## config.mk

```make
export PLATFORM = sky130hd
export DESIGN_NAME = if_fetch_flat
export DESIGN_NICKNAME = d
export VERILOG_FILES = /design/src/rtl/if_fetch_if.sv /design/src/rtl/if_fetch.sv /design/src/flat_wrapper.sv
export SDC_FILE = /design/constraint.sdc
export NUM_CORES = 1
export LEC_CHECK = 0
export ABC_AREA = 0
export BUFFER_PORTS_ARGS = -buffer_cell sky130_fd_sc_hd__clkbuf_2
export CORE_MARGIN = 10
export CORE_UTILIZATION = 47
export CTS_BUF_LIST = sky130_fd_sc_hd__clkbuf_8
export CTS_CLUSTER_SIZE = 20
export DETAILED_ROUTE_END_ITERATION = 10
export PLACE_DENSITY = 0.84
export SETUP_SLACK_MARGIN = 0.4
export SLEW_MARGIN = 10
export SYNTH_ARGS = -nofsm -noshare
export SYNTH_HDL_FRONTEND = slang
export SYNTH_SLANG_ARGS = --single-unit
```

## constraint.sdc

```tcl
create_clock -name clk -period 1.5 [get_ports clk]
set_input_delay 0.225 -clock clk [delete_from_list [all_inputs] [get_ports clk]]
set_output_delay 0.225 -clock clk [all_outputs]
set_load 0.02 [all_outputs]
```

## src/rtl/if_fetch_if.sv

```systemverilog
// if_fetch_if: byte-serial memory fetch bus between if_fetch and the memory controller
interface if_fetch_if;
  logic        mem_req;
  logic [31:0] mem_addr;
  logic        mem_valid;
  logic [7:0]  mem_byte;
  modport master(output mem_req, mem_addr, input mem_valid, mem_byte);
  modport slave(input mem_req, mem_addr, output mem_valid, mem_byte);
endinterface

```

## src/rtl/if_fetch.sv

```systemverilog
// if_fetch: byte-serial instruction fetch stage; ICACHE_EN adds a direct-mapped I-cache
module if_fetch #(
  parameter int ICACHE_INDEX_W = 6
) (
  input  logic              clk,
  input  logic              rst,
  input  logic              rdy,
  input  logic [31:0]       pc,
  output logic [31:0]       next_pc,
  output logic              stall_req,
  input  logic              flush,
  input  logic              id_stall,
  if_fetch_if.master        mem,
  output logic              if_valid,
  output logic [31:0]       if_inst,
  output logic [31:0]       if_pc
);
  typedef enum logic [1:0] {IDLE, FETCH, DONE} state_e;
  state_e      state_q, state_d;
  logic [1:0]  cnt_q, cnt_d;
  logic [23:0] byte_q, byte_d;
  logic [31:0] fetch_pc_q, fetch_pc_d;
  logic        mem_req_q, mem_req_d;
  logic [31:0] mem_addr_q, mem_addr_d;
  logic        if_valid_q, if_valid_d;
  logic [31:0] if_inst_q, if_inst_d;
  logic [31:0] if_pc_q, if_pc_d;
  logic        last, hit;
  logic [31:0] hit_data;
  assign last = state_q == FETCH && mem.mem_valid && cnt_q == 2'd3;
`ifdef ICACHE_EN
  localparam int LINES = 1 << ICACHE_INDEX_W;
  localparam int TAG_W = 32 - ICACHE_INDEX_W - 2;
  logic [LINES-1:0]          valid_q;
  logic [TAG_W-1:0]          tag_q [LINES];
  logic [31:0]               data_q [LINES];
  logic [ICACHE_INDEX_W-1:0] rd_idx, wr_idx;
  logic                      fill;
  assign rd_idx   = pc[ICACHE_INDEX_W+1:2];
  assign wr_idx   = fetch_pc_q[ICACHE_INDEX_W+1:2];
  assign hit      = valid_q[rd_idx] && tag_q[rd_idx] == pc[31:ICACHE_INDEX_W+2];
  assign hit_data = data_q[rd_idx];
  assign fill     = rdy && !flush && last;
  always_ff @(posedge clk) begin
    if (rst) valid_q <= '0;
    else if (fill) valid_q[wr_idx] <= 1'b1;
  end
  always_ff @(posedge clk) begin
    if (fill) begin
      tag_q[wr_idx]  <= fetch_pc_q[31:ICACHE_INDEX_W+2];
      data_q[wr_idx] <= {mem.mem_byte, byte_q};
    end
  end
`else
  logic unused_w;
  assign unused_w = ICACHE_INDEX_W != 0;
  assign hit      = 1'b0;
  assign hit_data = '0;
`endif
  assign next_pc   = fetch_pc_q + 32'd4;
  assign stall_req = !(state_q == DONE && !id_stall);
  assign mem.mem_req  = mem_req_q;
  assign mem.mem_addr = mem_addr_q;
  assign if_valid = if_valid_q;
  assign if_inst  = if_inst_q;
  assign if_pc    = if_pc_q;
  always_comb begin
    state_d    = state_q;
    cnt_d      = cnt_q;
    byte_d     = byte_q;
    fetch_pc_d = fetch_pc_q;
    mem_req_d  = mem_req_q;
    mem_addr_d = mem_addr_q;
    if_valid_d = if_valid_q;
    if_inst_d  = if_inst_q;
    if_pc_d    = if_pc_q;
    if (rdy && flush) begin
      state_d    = IDLE;
      mem_req_d  = 1'b0;
      if_valid_d = 1'b0;
      cnt_d      = '0;
    end else if (rdy) begin
      case (state_q)
        IDLE: begin
          fetch_pc_d = pc;
          cnt_d      = '0;
          if (hit) begin
            if_inst_d  = hit_data;
            if_pc_d    = pc;
            if_valid_d = 1'b1;
            state_d    = DONE;
          end else begin
            mem_addr_d = pc;
            mem_req_d  = 1'b1;
            state_d    = FETCH;
          end
        end
        FETCH: if (mem.mem_valid) begin
          cnt_d  = cnt_q + 2'd1;
          byte_d = cnt_q == 2'd0 ? {byte_q[23:8], mem.mem_byte} :
                   cnt_q == 2'd1 ? {byte_q[23:16], mem.mem_byte, byte_q[7:0]} :
                                   {mem.mem_byte, byte_q[15:0]};
          if (last) begin
            if_inst_d  = {mem.mem_byte, byte_q};
            if_pc_d    = fetch_pc_q;
            if_valid_d = 1'b1;
            mem_req_d  = 1'b0;
            state_d    = DONE;
          end
        end
        DONE: if (!id_stall) begin
          if_valid_d = 1'b0;
          state_d    = IDLE;
        end
        default: state_d = IDLE;
      endcase
    end
  end
  always_ff @(posedge clk) begin
    if (rst) begin
      state_q    <= IDLE;
      cnt_q      <= '0;
      byte_q     <= '0;
      fetch_pc_q <= '0;
      mem_req_q  <= 1'b0;
      mem_addr_q <= '0;
      if_valid_q <= 1'b0;
      if_inst_q  <= '0;
      if_pc_q    <= '0;
    end else begin
      state_q    <= state_d;
      cnt_q      <= cnt_d;
      byte_q     <= byte_d;
      fetch_pc_q <= fetch_pc_d;
      mem_req_q  <= mem_req_d;
      mem_addr_q <= mem_addr_d;
      if_valid_q <= if_valid_d;
      if_inst_q  <= if_inst_d;
      if_pc_q    <= if_pc_d;
    end
  end
endmodule

```

## src/flat_wrapper.sv

```systemverilog
// flat-port wrapper written by rule: the top's interface ports become plain ports
module if_fetch_flat 
#(
  parameter int ICACHE_INDEX_W = 6
)
  (clk, rst, rdy, pc, next_pc, stall_req, flush, id_stall, if_valid, if_inst, if_pc, mem_mem_req, mem_mem_addr, mem_mem_valid, mem_mem_byte);
  if_fetch_if mem_i ();
  input  logic clk;
  input  logic rst;
  input  logic rdy;
  input  logic [31:0] pc;
  output logic [31:0] next_pc;
  output logic stall_req;
  input  logic flush;
  input  logic id_stall;
  output logic if_valid;
  output logic [31:0] if_inst;
  output logic [31:0] if_pc;
  output wire logic [$bits(mem_i.mem_req)-1:0] mem_mem_req;
  output wire logic [$bits(mem_i.mem_addr)-1:0] mem_mem_addr;
  input wire logic [$bits(mem_i.mem_valid)-1:0] mem_mem_valid;
  input wire logic [$bits(mem_i.mem_byte)-1:0] mem_mem_byte;
  assign mem_mem_req = mem_i.mem_req;
  assign mem_mem_addr = mem_i.mem_addr;
  assign mem_i.mem_valid = mem_mem_valid;
  assign mem_i.mem_byte = mem_mem_byte;
  if_fetch #(.ICACHE_INDEX_W(ICACHE_INDEX_W)) u_core (.clk(clk), .rst(rst), .rdy(rdy), .pc(pc), .next_pc(next_pc), .stall_req(stall_req), .flush(flush), .id_stall(id_stall), .mem(mem_i), .if_valid(if_valid), .if_inst(if_inst), .if_pc(if_pc));
endmodule
```

==> results.tsv, run 1 <==
stage	metric	value	unit
placement	numPortBuffers	176	
synthesis	yosysWarnings	0	
clock_network	cts_max_level	4	
synthesis	synth_top_area_cell	dfxtp_1	
floorplan	fp.dieH	124.4	um
clock_network	cts_buffers	17	
placement	globalplace.congestion	0.8787	
clock_network	cts.path.max_buffers	2	
synthesis	synth_area_leaders	dfxtp_1, nand2_1, a21oi_1	
run_status	error_line	[ERROR DPL-0038] Utilization greater than 100%, impossible to legalize	
synthesis	netlist_area	5122	um^2
run_status	status	stopped before the end	
synthesis	ys_ff_latch	126	
floorplan	num_rows	38	
synthesis	synth-edff-count	0	
sta	crit_endpoint	next_pc[19]	
grt	grt_max_degree	59	
synthesis	postSynthCellCount	626	
synthesis	seq_area_frac_synth	49.24	%
clock_network	clockRootBuffer	clkbuf_8	
floorplan	io_pins	177	
placement	place_hpwl	12.40	mm
synthesis	synth_fp_nets	676	
run_status	haltStage	global routing (5_1_grt)	
sta	timing.worst_endpoint.kind	output port	
synthesis	synth.distinct_cells	34	
synthesis	yosysTopAreaCellShare	49.24	%
synthesis	synthArstFlopShare	0	%
synthesis	synth_flop_cell	dfxtp_1	
synthesis	syn_area_per_cell	8.183	um^2
floorplan	die_w	124.4	um
floorplan	initial_utilization	47.67	%
clock_network	cts.sinks	126	
## Yosys cell counts, types with 3 or more instances
library cell,count
buf_2,21
xnor2_1,19
buf_4,3
mux2i_1,24
nand4_1,10
nand2_1,201
a21oi_1,101
clkbuf_1,18
xor2_1,9
and3_1,3
dfxtp_1,126
and4_1,7
nor2b_1,3
ha_1,4
nand3_1,14
nor2_1,33
inv_1,4
o21ai_0,4
## cell families after synthesis
family                   Yosys count  share of synthesized area, %
XOR/XNOR                          28                         4.788
AND/OR/NAND/NOR                  290                         25.55
flip-flops                       126                         49.24
buffers and inverters             47                         4.201
AO/OA/AOI/OAI                    107                         10.55
multiplexers                      24                         4.690
adder cells (fa/ha/maj)            4                        0.9771
## timing repair
action / CTS
pin swaps: 131
endpoints found under the hold margin: 18
setup buffers: 38
resized for setup: 438
hold buffers: 18
gates cloned: 16
setup endpoints to repair: 253
## per-stage QoR
step | setup WS (ns) | utilization [%] | cell area [um^2] | setup TNS [ns] | instances
after floorplan | -0.3697 | - | 5674 | -4.333 | 626
after global placement | -0.3583 | 65.66 | 7056 | -8.239 | 969
after detailed placement | -0.3962 | 65.66 | 7056 | -9.660 | 969
after CTS | -0.7881 | 92.91 | 9983 | -23.87 | 1073
==> inputs of run 2 (changes only) <==
--- a/config.mk
+++ b/config.mk
@@ -8,12 +8,9 @@
 export ABC_AREA = 0
 export BUFFER_PORTS_ARGS = -buffer_cell sky130_fd_sc_hd__clkbuf_2
 export CORE_MARGIN = 10
-export CORE_UTILIZATION = 47
-export CTS_BUF_LIST = sky130_fd_sc_hd__clkbuf_8
-export CTS_CLUSTER_SIZE = 20
+export CORE_UTILIZATION = 40
 export DETAILED_ROUTE_END_ITERATION = 10
-export PLACE_DENSITY = 0.84
-export SETUP_SLACK_MARGIN = 0.4
+export PLACE_DENSITY_LB_ADDON = 0.15
 export SLEW_MARGIN = 10
 export SYNTH_ARGS = -nofsm -noshare
 export SYNTH_HDL_FRONTEND = slang
==> constraint.sdc (replaced) <==
create_clock -name clk -period 2 [get_ports clk]
set_input_delay 0.3 -clock clk [delete_from_list [all_inputs] [get_ports clk]]
set_output_delay 0.3 -clock clk [all_outputs]
set_load 0.02 [all_outputs]
==> run 2 against run 1 <==
The flow now finishes, with violations (setup timing). Area after synthesis unchanged. Synthesized cell count did not move.
==> results.tsv, run 2 <==
stage	metric	value	unit	change
run_status	status	finished, violations left		
run_status	failed_checks	setup timing		
pwr	comb_power_share	8.0	%	
detailed_routing	wire_per_inst	16.38	um	
synthesis	synth_fp_nets	676		unchanged
synthesis	synth_flop_cell	dfxtp_1		
pwr	powerDensity	813.2	nW/um^2	
detailed_routing	firstDrtPassIters	4		
synthesis	synth_adder_area_share	0.9770	%	unchanged
sta	hold_viol	0		
critical_path	critPathMaxFanout	7		
synthesis	synthArstFlopShare	0	%	unchanged
pwr	power	6.112	mW	
critical_path	rr_endpoint	u_core.if_pc[6]		
critical_path	crit_path_start_kind	flop		
synthesis	synth_area_leaders	dfxtp_1, nand2_1, a21oi_1		
synthesis	yosysTopAreaCellShare	49.24	%	unchanged
placement	globalplace.congestion	0.8737		-0.57%
synthesis	seq_area_frac_synth	49.24	%	unchanged
synthesis	synth.distinct_cells	34		unchanged
finish	final_util	59.80	%	
pwr	ir_worst_vdd	449.8	uV	
sta	rsz0062_at_grt	yes		
grt	grt_max_degree	57		
synthesis	synth-xor-area-share	4.787	%	unchanged
clock_network	cts.path.max_buffers	2		unchanged
sta	holdWs	0.09116	ns	
pwr	p_leak	3.368	nW	
finish	nets	888		
synthesis	synth_compound_area_share	10.55	%	unchanged
grt	grt_pass1_wl	26.01	mm	
finish	final_common_cell	nand2_1		
detailed_routing	drt_iter0_drc	308		
sta	max_slew_margin	63.39	%	
grt	gr-usage-met2	28.42	%	
finish	n_fill_cell	1157		
grt	grt_remaining_overflow	0		
min_path	min_from	pc[11]		
detailed_routing	vias_per_cell	4.922		
synthesis	synth_top_area_cell	dfxtp_1		
pwr	swShare	25.06	%	
job	cap_violations	0		
sta	fin_crit	2.319	ns	
placement	numPortBuffers	176		unchanged
synthesis	synth_top_family_by_area	simple AND/OR/NAND/NOR gates		
detailed_routing	vias	5035		
min_path	whs_path_depth	3		
placement	dpl_worst_slack	-0.02146	ns	+0.3747 ns
floorplan	fp.dieH	133.2	um	+7.1%
grt	grt-busiest-layer	met2		
sta	setup_viol	22		
clock_network	clkLatencyLatePin	0.42	ns	
synthesis	yosysWarnings	0		unchanged
grt	met1_usage	22.09	%	
pwr	seqPwrFrac	42.1	%	
critical_path	critPathKind	flop to output pin		
floorplan	io_pins	177		unchanged
finish	post_route_cells_drive_above_1_share	37.72	%	
clock_network	cts_buffers	17		unchanged
critical_path	r2r-start	u_core.cnt_q[0]		
clock_network	cts_tree	yes		
synthesis	postSynthCellCount	626		unchanged
clock_network	cts_max_level	4		unchanged
finish	final_cell_mix	nand2_1, clkbuf_2, dfxtp_1		
critical_path	reg2reg_slack	0.17	ns	
clock_network	hold_buffers	0		-18
finish	register_area	2559	um^2	
synthesis	netlist_area	5122	um^2	unchanged
sta	slew_viol_final	0		
floorplan	die_area	17730	um^2	
detailed_routing	ant_nets	0		
finish	num_antenna_cells	0		
grt	grt_pass1_vias	4989		
grt	gr-usage-met3	6.466	%	
floorplan	die_w	133.2	um	+7.1%
clock_network	cts.sinks	126		unchanged
critical_path	arrival	2.02	ns	
sta	fin_worst_skew	0.004606	ns	
synthesis	yosys.area_share.simple	25.55	%	unchanged
min_path	hold_class	input pin to flop		
sta	fin_crit_sh	116.0	%	
grt	grt_use_total	18.01	%	
detailed_routing	drc	0		
clock_network	clkTransAtPathRegs	0.06	ns	
critical_path	required	1.70	ns	
finish	multi_input_area	2618	um^2	
pwr	clkPwrFrac	49.9	%	
finish	area_growth	46.73	%	
clock_network	clockRootBuffer	clkbuf_16		
sta	max_freq	431.1	MHz	
synthesis	synth.most_common_cell	nand2_1		
synthesis	synth_mux_area_share	4.690	%	unchanged
detailed_routing	drt_wl_total	16.75	mm	
grt	antenna_found_initial	0		
sta	tightest_slew	0.5474	ns	
floorplan	num_rows	41		+7.9%
pwr	power.switching	1.531	mW	
pwr	intPower	4.581	mW	
placement	place_hpwl	11.65	mm	-6.0%
floorplan	coreArea	12570	um^2	
synthesis	synth-edff-count	0		unchanged
floorplan	initial_utilization	40.76	%	-6.9 points
min_path	hold_path_end	u_core.mem.mem_addr[11]		
sta	tns	-4.442	ns	
sta	setup_slack	-0.3194	ns	
synthesis	netlist_top_cells_count	nand2_1, dfxtp_1, a21oi_1, nor2_1, mux2i_1		
synthesis	ys_ff_latch	126		unchanged
critical_path	reg2reg_depth	6		
critical_path	cp-end-kind	output pin		
synthesis	syn_area_per_cell	8.183	um^2	unchanged
==> run 2: cell counts after synthesis <==
No cell type changed its count.
==> run 2: worst max-delay path by stage <==
stage	slack, ns	startpoint	end	cells past startpoint
3_5_place_dp	-0.02	u_core.mem.mem_addr[7]	next_pc[26]	6
3_3_place_gp	0.03	u_core.mem.mem_addr[7]	next_pc[26]	6
6_report	-0.32	u_core.mem.mem_addr[10]	next_pc[18]	7
4_1_cts	-0.30	u_core.mem.mem_addr[8]	next_pc[31]	7
2_1_floorplan	0.001	u_core.mem.mem_addr[9]	next_pc[25]	5
5_1_grt	-0.40	u_core.mem.mem_addr[8]	next_pc[18]	8
==> run 2: cell families after synthesis <==
family	Yosys count
adders and majority gates	4
muxes	24
AOI/OAI and AO/OA	107
xor gates and xnor gates	28
DFF	126
and+or+nand+nor	290
buffers and inverters	47
==> run 2: routing by layer <==
metal | routed length, um | share of wire, %
met5 | 0 | 0
met1 | 7504 | 45
met3 | 1101 | 6.6
met4 | 344 | 2.1
met2 | 7803 | 47
==> run 2: per-stage QoR <==
step	instances	instance area [um^2]
global route	1023	7516
detailed placement	970	6445
floorplan	626	5209
finish	1023	7516
global placement	970	6445
CTS	1014	7326
==> run 2: what timing repair did <==
| action | in CTS | in global routing |
|---|---|---|
| resized for setup | 57 | 41 |
| pin swaps | 18 | 22 |
| endpoints found under the hold margin | 0 | 0 |
| setup buffers | 12 | 9 |
| setup endpoints to repair | 23 | 26 |
==> run 2: layout make-up <==
class,count,area share [%]
clock inverter,15,2.131
sequential,126,34.04
tap,172,2.863
clock buffer,17,5.660
inverter,4,0.1998
multi-input combinational,453,34.83
timing repair buffer,236,20.28
==> run 2: critical path, stage by stage, from the launching register on <==
cell,delay (ns)
dfxtp_4,0.38
nand4_4,0.16
nor4_4,0.35
buf_6,0.17
buf_4,0.12
nand3_4,0.06
xnor2_2,0.16
clkbuf_8,0.18
==> run 2: power by group through the flow <==
stage,Sequential [mW],Clock [mW],Combinational (mW)
5_1_grt,2.58,3.22,0.526
3_5_place_dp,2.63,0,0.440
6_report,2.58,3.05,0.487
2_1_floorplan,2.68,0,0.190
3_3_place_gp,2.63,0,0.440
4_1_cts,2.57,3.10,0.471
Power figures use the tool's default switching activity.
==> inputs of run 3 (changes only) <==
==> constraint.sdc (replaced) <==
create_clock -name clk -period 2.09 [get_ports clk]
set_input_delay 0.3135 -clock clk [delete_from_list [all_inputs] [get_ports clk]]
set_output_delay 0.3135 -clock clk [all_outputs]
set_load 0.02 [all_outputs]
==> run 3 against run 2 <==
The run still ends with setup timing left. Sequential share of layout area increased by 0.46 points. Clock skew rose by 0.0021 ns. Via count fell by 0.99%. First-iteration DRC count is 5.8% lower. Largest cell class unchanged. Register-to-register slack improved by 0.03 ns. Critical path depth is 1 higher. Routed wire length is 0.90% lower. Sequential cell count did not move. Sequential power down 4%. Clock-buffer cell count up 2. Total power fell by 4.2%. Die area stayed put.
==> results.tsv, run 3 (same netlist as run 2, synthesis figures left out) <==
stage	metric	value	unit	change
run_status	status	finished, violations left		
run_status	failed_checks	setup timing		
critical_path	crit_end	next_pc[25]		
floorplan	fp.dieH	133.2	um	unchanged
sta	max_freq	437.6	MHz	
grt	grt_remaining_overflow	0		unchanged
finish	n_fill_cell	1124		-2.9%
clock_network	cts_tree	yes		
critical_path	cpMaxStageDelayCell	dfxtp_4		
clock_network	cts_max_level	4		unchanged
finish	fin_area	7418	um^2	-1.3%
critical_path	critPathKind	flop to output pin		
floorplan	die_area	17730	um^2	unchanged
floorplan	coreArea	12570	um^2	unchanged
detailed_routing	vias	4985		-0.99%
min_path	hold_class	input pin to flop		
critical_path	rr_endpoint	u_core.if_pc[10]		
detailed_routing	vias_per_cell	4.887		-0.70%
sta	fin_worst_skew	0.006718	ns	+0.002112 ns
finish	post_route_cells_drive_above_1_share	36.72	%	-1.0 points
finish	nets	886		-0.23%
sta	hold_viol	0		unchanged
grt	grt_max_degree	65		+14%
detailed_routing	drc	0		unchanged
placement	place_area	6381	um^2	-0.99%
grt	antenna_found_initial	1		+1
finish	area_growth	44.82	%	
clock_network	hold_buffers	0		unchanged
clock_network	clkLatencyLatePin	0.42	ns	about the same
sta	tns	-2.012	ns	+2.430 ns
pwr	p_leak	3.295	nW	-2.2%
sta	setup_slack	-0.1953	ns	+0.1241 ns
sta	fin_crit_sh	109.3	%	
pwr	power	5.857	mW	-4.2%
detailed_routing	firstDrtPassIters	4		unchanged
critical_path	arrival	1.97	ns	-0.05 ns
detailed_routing	ant_nets	0		unchanged
placement	globalplace.congestion	0.8225		-5.9%
grt	grt_use_total	18.62	%	+0.61 points
clock_network	cts_buffers	17		unchanged
critical_path	required	1.78	ns	+0.08 ns
pwr	powerDensity	789.5	nW/um^2	-2.9%
sta	slew_viol_final	0		unchanged
critical_path	cpPeakStageDelay	0.34	ns	-0.04 ns
sta	setup_viol	18		-18%
job	cap_violations	0		unchanged
clock_network	clkTransAtPathRegs	0.05	ns	about the same
floorplan	initial_utilization	40.76	%	unchanged
floorplan	num_rows	41		unchanged
clock_network	clockRootBuffer	clkbuf_16		
finish	final_cell_mix	nand2_1, clkbuf_2, dfxtp_1		
critical_path	reg2reg_depth	6		unchanged
grt	grt_pass1_vias	5056		+1.3%
critical_path	crit_path_start	u_core.mem.mem_addr[8]		
placement	dpl_worst_slack	-0.01763	ns	+0.003835 ns
critical_path	crit_path_start_kind	flop		
floorplan	die_w	133.2	um	unchanged
floorplan	io_pins	177		unchanged
critical_path	path_cells	nand4_1 > buf_6 > nor4_4 > buf_6 > buf_4 > nand3_4 > xnor2_2 > buf_4		
critical_path	reg2reg_slack	0.20	ns	+0.03 ns
detailed_routing	drt_iter0_drc	290		-5.8%
critical_path	r2r-start	u_core.cnt_q[0]		
detailed_routing	drt_wl_total	16.60	mm	-0.90%
sta	fin_crit	2.285	ns	
clock_network	cts.path.max_buffers	2		unchanged
placement	numPortBuffers	176		unchanged
finish	final_common_cell	nand2_1		
clock_network	cts.sinks	126		unchanged
placement	place_hpwl	11.63	mm	-0.19%
sta	rsz0062_at_grt	yes		
sta	max_slew_margin	61.33	%	-2.1 points
sta	tightest_slew	0.5782	ns	+0.03080 ns
critical_path	critPathMaxFanout	6		-1
grt	grt_pass1_wl	26.71	mm	+2.7%
critical_path	cp-end-kind	output pin		
detailed_routing	wire_per_inst	16.28	um	-0.60%
pwr	ir_worst_vdd	427.2	uV	-5.0%
-- run 3: changes by cell type in the layout (fill, tap and decap cells not counted), moves of 2 or more --
cell and delta:
nand2_2 +2, xnor2_1 +6, inv_6 -5, clkbuf_2 +3, xnor2_2 -6, clkbuf_8 -4, clkinvlp_4 +2, clkinv_4 -2
-- run 3: repair_timing --
item / 4_1_cts / 5_1_grt
gates resized for setup: 53 / 46
endpoints found under the setup margin: 22 / 23
setup buffers: 14 / 7
pin swaps: 15 / 17
-- run 3: metal layers --
metal,track usage (%),part of all wire (%)
met2,28.64,46
met5,0,0
met1,22.88,45
met4,7.255,2.5
met3,7.406,7.2
-- run 3: worst max-delay path: cells and delay by family (launching register included) --
family | cells | cell delay (ns)
buf+inv | 4 | 0.61
simple gates | 3 | 0.45
flops | 1 | 0.34
xor+xnor | 1 | 0.16
-- run 3: cell type report --
type | instances | area, um^2 | area share, %
multi-input cells | 453 | 2570 | 34.64
inverters | 4 | 15.01 | 0.2024
clock buffers | 19 | 442.9 | 5.971
well taps | 172 | 215.2 | 2.901
clock inverters | 11 | 143.9 | 1.940
flip-flops and latches | 126 | 2560 | 34.51
diodes | 1 | 2.502 | 0.03373
repair buffers | 234 | 1469 | 19.80
-- run 3: where the power goes --
| part | switching [mW] | internal (mW) |
|---|---|---|
| Clock | 1.06 | 1.88 |
| Combinational | 0.276 | 0.173 |
| Sequential | 0.0336 | 2.43 |
-- run 3: how the worst min path moves through the flow --
stage | from | endpoint | slack [ns] | cells past startpoint
floorplan | u_core.byte_q[0] | u_core.if_inst[0] | 0.43 | 2
global placement | u_core.byte_q[20] | u_core.if_inst[20] | 0.44 | 2
detailed placement | u_core.byte_q[15] | u_core.if_inst[15] | 0.45 | 2
CTS | pc[11] | u_core.mem.mem_addr[11] | 0.1 | 3
global route | pc[23] | u_core.mem.mem_addr[23] | 0.11 | 3
finish | pc[11] | u_core.mem.mem_addr[11] | 0.11 | 3
-- run 3: through the flow --
stage                     hold WS, ns  util (%)  instances
after floorplan                0.4312         -        626
after global placement         0.4398     50.77        968
after detailed placement       0.4468     50.77        968
after CTS                     0.09578     57.59       1012
after global routing           0.1085     59.02       1020
final                          0.1094     59.02       1020
==> inputs of run 4 (changes only) <==
--- a/config.mk
+++ b/config.mk
@@ -5,8 +5,8 @@
 export SDC_FILE = /design/constraint.sdc
 export NUM_CORES = 1
 export LEC_CHECK = 0
-export ABC_AREA = 0
-export BUFFER_PORTS_ARGS = -buffer_cell sky130_fd_sc_hd__clkbuf_2
+export ABC_AREA = 1
+export BUFFER_PORTS_ARGS = -buffer_cell sky130_fd_sc_hd__buf_4
 export CORE_MARGIN = 10
 export CORE_UTILIZATION = 40
 export DETAILED_ROUTE_END_ITERATION = 10
==> run 4 against run 3 <==
The flow now finishes without violations. Sequential share of layout area shrank 1.0 points. Routed wire length grew 10%. Clock power is essentially flat. Global-route usage grew 1.1 points. First-iteration DRC count grew 10%. Clock-buffer cell count grew 3. Register-to-register slack gained 0.24 ns. Critical path depth shrank 1. Clock skew is essentially flat. Critical path type unchanged. Critical endpoint is now next_pc[19]. Highest routed layer unchanged.
==> results.tsv, run 4 <==
stage	metric	value	unit	change
floorplan	die_w	134.8	um	+1.2%
synthesis	synth-edff-count	0		unchanged
pwr	p_leak	3.589	nW	+8.9%
critical_path	cp-end-kind	output pin		
critical_path	critPathKind	flop to output pin		
critical_path	critical_path_depth	7		-1
detailed_routing	met2_length	8.741	mm	+16%
critical_path	required	1.78	ns	about the same
critical_path	crit_family	simple AND/OR/NAND/NOR gates		
detailed_routing	drt_iter0_drc	320		+10%
synthesis	synthArstFlopShare	0	%	unchanged
floorplan	fp.dieH	134.8	um	+1.2%
run_status	status	complete, no violations		
synthesis	yosys.area_share.simple	26.72	%	+1.2 points
detailed_routing	drc	0		unchanged
finish	layoutNonFillerInstCount	1110		+8.8%
synthesis	synth_top_family_by_area	simple AND/OR/NAND/NOR gates		
finish	final_cell_mix	nor2_1, buf_4, dfxtp_1		
sta	max_slew_margin	64.24	%	+2.9 points
grt	grt_remaining_overflow	0		unchanged
detailed_routing	wire_per_inst	16.45	um	+1.1%
sta	hold_viol	0		unchanged
grt	grt_pass1_vias	5434		+7.5%
synthesis	seq_area_frac_synth	47.84	%	-1.4 points
finish	post_route_cells_drive_above_1_share	34.54	%	-2.2 points
pwr	power.switching	1.519	mW	+11%
clock_network	clkTransAtPathRegs	0.06	ns	about the same
synthesis	synth_mux_area_share	0	%	-4.7 points
detailed_routing	vias_per_cell	4.970		+1.7%
detailed_routing	drt-met1-wl	7.311	mm	-1.6%
grt	grt_use_total	19.67	%	+1.1 points
critical_path	arrival	1.72	ns	-0.25 ns
floorplan	initial_utilization	41.28	%	+0.52 points
critical_path	critPathMaxFanout	6		unchanged
pwr	seqPwrFrac	41.3	%	-0.8 points
grt	grt_pass1_wl	28.46	mm	+6.5%
finish	final_common_cell	nor2_1		
pwr	ir_worst_vdd	494.8	uV	+16%
placement	numPortBuffers	176		unchanged
clock_network	cts.sinks	126		unchanged
critical_path	cpPeakStageDelay	0.40	ns	+0.06 ns
synthesis	synth_fp_nets	786		+16%
critical_path	crit_path_start_kind	flop		
pwr	intPower	4.634	mW	+3.2%
synthesis	netlist_top_cells_count	nor2_1, dfxtp_1, o21ai_0, nand2_1, inv_1		
critical_path	cpMostUsedCell	nand2_1		
sta	holdWs	0.1512	ns	+0.04179 ns
synthesis	synth-xor-area-share	3.821	%	-0.97 points
critical_path	cpMaxStageDelayCell	dfxtp_4		
pwr	power	6.153	mW	+5.0%
finish	nets	975		+10%
synthesis	synth.distinct_cells	23		-32%
clock_network	clkLatencyLatePin	0.42	ns	about the same
synthesis	synth_top_area_cell	dfxtp_1		
detailed_routing	dr.max_layer_used	met4		
critical_path	reg2reg_depth	8		+2
detailed_routing	firstDrtPassIters	5		+1
synthesis	netlist_area	5273	um^2	+2.9%
synthesis	ys_ff_latch	126		unchanged
critical_path	cp_num_buf_inv	1		-3
sta	rsz0062_at_grt	yes		
pwr	powerDensity	797.1	nW/um^2	+0.96%
clock_network	clockRootBuffer	clkbuf_16		
sta	tightest_slew	0.5344	ns	-0.04372 ns
sta	fin_crit	2.037	ns	-0.2484 ns
floorplan	coreArea	12770	um^2	+1.6%
synthesis	synth_area_leaders	dfxtp_1, nor2_1, o21ai_0		
min_path	whs_path_depth	3		unchanged
sta	setup_viol	0		-18
synthesis	postSynthCellCount	736		+18%
placement	globalplace.congestion	0.9204		+12%
synthesis	synth.most_common_cell	nor2_1		
finish	num_antenna_cells	0		-1
job	cap_violations	0		unchanged
synthesis	yosysWarnings	0		unchanged
sta	fin_worst_skew	0.006497	ns	-0.0002215 ns
pwr	clkPwrFrac	48.1	%	-2.1 points
sta	slew_viol_final	0		unchanged
placement	place_hpwl	13.47	mm	+16%
clock_network	cts_max_level	4		unchanged
detailed_routing	ant_nets	0		unchanged
synthesis	synth_adder_area_share	0.9492	%	-0.028 points
finish	area_growth	46.39	%	
placement	place_inst	1069		+10%
detailed_routing	vias	5517		+11%
sta	fin_crit_sh	97.46	%	-12 points
clock_network	cts_buffers	17		unchanged
synthesis	synth_flop_cell	dfxtp_1		
clock_network	cts.path.max_buffers	2		unchanged
synthesis	synth_compound_area_share	14.43	%	+3.9 points
sta	max_freq	490.9	MHz	+12%
floorplan	die_area	18170	um^2	+2.5%
detailed_routing	met3_length	1.808	mm	+51%
grt	grt_max_degree	70		+7.7%
min_path	hold_class	input pin to flop		
pwr	swShare	24.69	%	+1.3 points
clock_network	cts_tree	yes		
synthesis	syn_area_per_cell	7.164	um^2	-12%
floorplan	io_pins	177		unchanged
detailed_routing	drt_wl_total	18.26	mm	+10%
grt	antenna_found_initial	0		-1
floorplan	num_rows	41		unchanged
synthesis	yosysTopAreaCellShare	47.84	%	-1.4 points
pwr	comb_power_share	10.7	%	+3.0 points
critical_path	path_cells	nand2_1 > nor2_2 > nand2_1 > nor2_1 > nand2_1 > xor2_1 > buf_4		
[run 4: cell types whose count changed after synthesis, sizes merged, moves of 9 or more]
cell	before	now
xnor2	19	5
nand4	12	2
mux2i	24	0
xor2	9	18
a21oi	101	30
o21ai	4	122
nor2	33	246
inv	4	40
nand2	201	93
[run 4: routing by layer]
layer  track usage, %  vias up
li1                 -     2724
met4            7.981        0
met3            7.530       31
met5                0        -
met1            22.69     2533
met2            32.03      229
[run 4: final cells by class]
cell class	instances	area [um^2]
Clock buffer	22	494.2
Tap cell	172	215.2
Multi-Input combinational cell	536	2609
Clock inverter	10	110.1
Timing Repair Buffer	204	1556
Inverter	40	150.1
Fill cell	1171	5055
Sequential cell	126	2584
[run 4: kinds of logic after synthesis]
group,Yosys count
AOI/OAI and AO/OA,152
xor gates and xnor gates,23
adders and majority gates,4
buffers and inverters,74
DFF,126
and+or+nand+nor,357
[run 4: metrics by stage]
step                      setup WS [ns]  utilization, %  area [um^2]  TNS (ns)
after floorplan                  0.1322               -         5273         0
after global placement           0.2803           53.22         6798         0
after detailed placement         0.2214           53.22         6798         0
after CTS                     0.0004636           58.33         7451         0
after global routing           -0.04122           60.43         7719   -0.1690
final                           0.05313           60.43         7719         0
[run 4: final timing paths]
path / slack (ns) / endpoint / from
worst max-delay path: 0.05 / next_pc[19] / u_core.mem.mem_addr[16]
worst min-delay path: 0.15 / u_core.mem.mem_addr[24] / pc[24]
worst max register to register: 0.44 / u_core.if_pc[23] / u_core.cnt_q[0]
worst min register to register: 0.47 / u_core.if_valid / u_core.if_valid
[run 4: timing repair]
| item | CTS | global route |
|---|---|---|
| resized for setup | 25 | 75 |
| pin swaps | 3 | 11 |
| endpoints found under the setup margin | 23 | 22 |
| buffers inserted | 0 | 9 |
| hold buffers | 0 | 0 |
[run 4: worst reg2reg max path, cell delays in order, from the launching register on]
cell     delay [ns]
dfxtp_1        0.37
ha_1           0.16
nand2_1        0.04
inv_1          0.12
nand2_4        0.08
nor2_8         0.09
buf_4          0.41
o21ai_0        0.16
a21oi_1        0.14
[run 4: power by group through the flow]
stage,logic [mW],clock network (mW),registers (mW)
6_report,0.655,2.96,2.54
5_1_grt,0.709,3.12,2.54
3_3_place_gp,0.625,0,2.58
4_1_cts,0.632,3.00,2.54
3_5_place_dp,0.627,0,2.58
2_1_floorplan,0.254,0,2.62
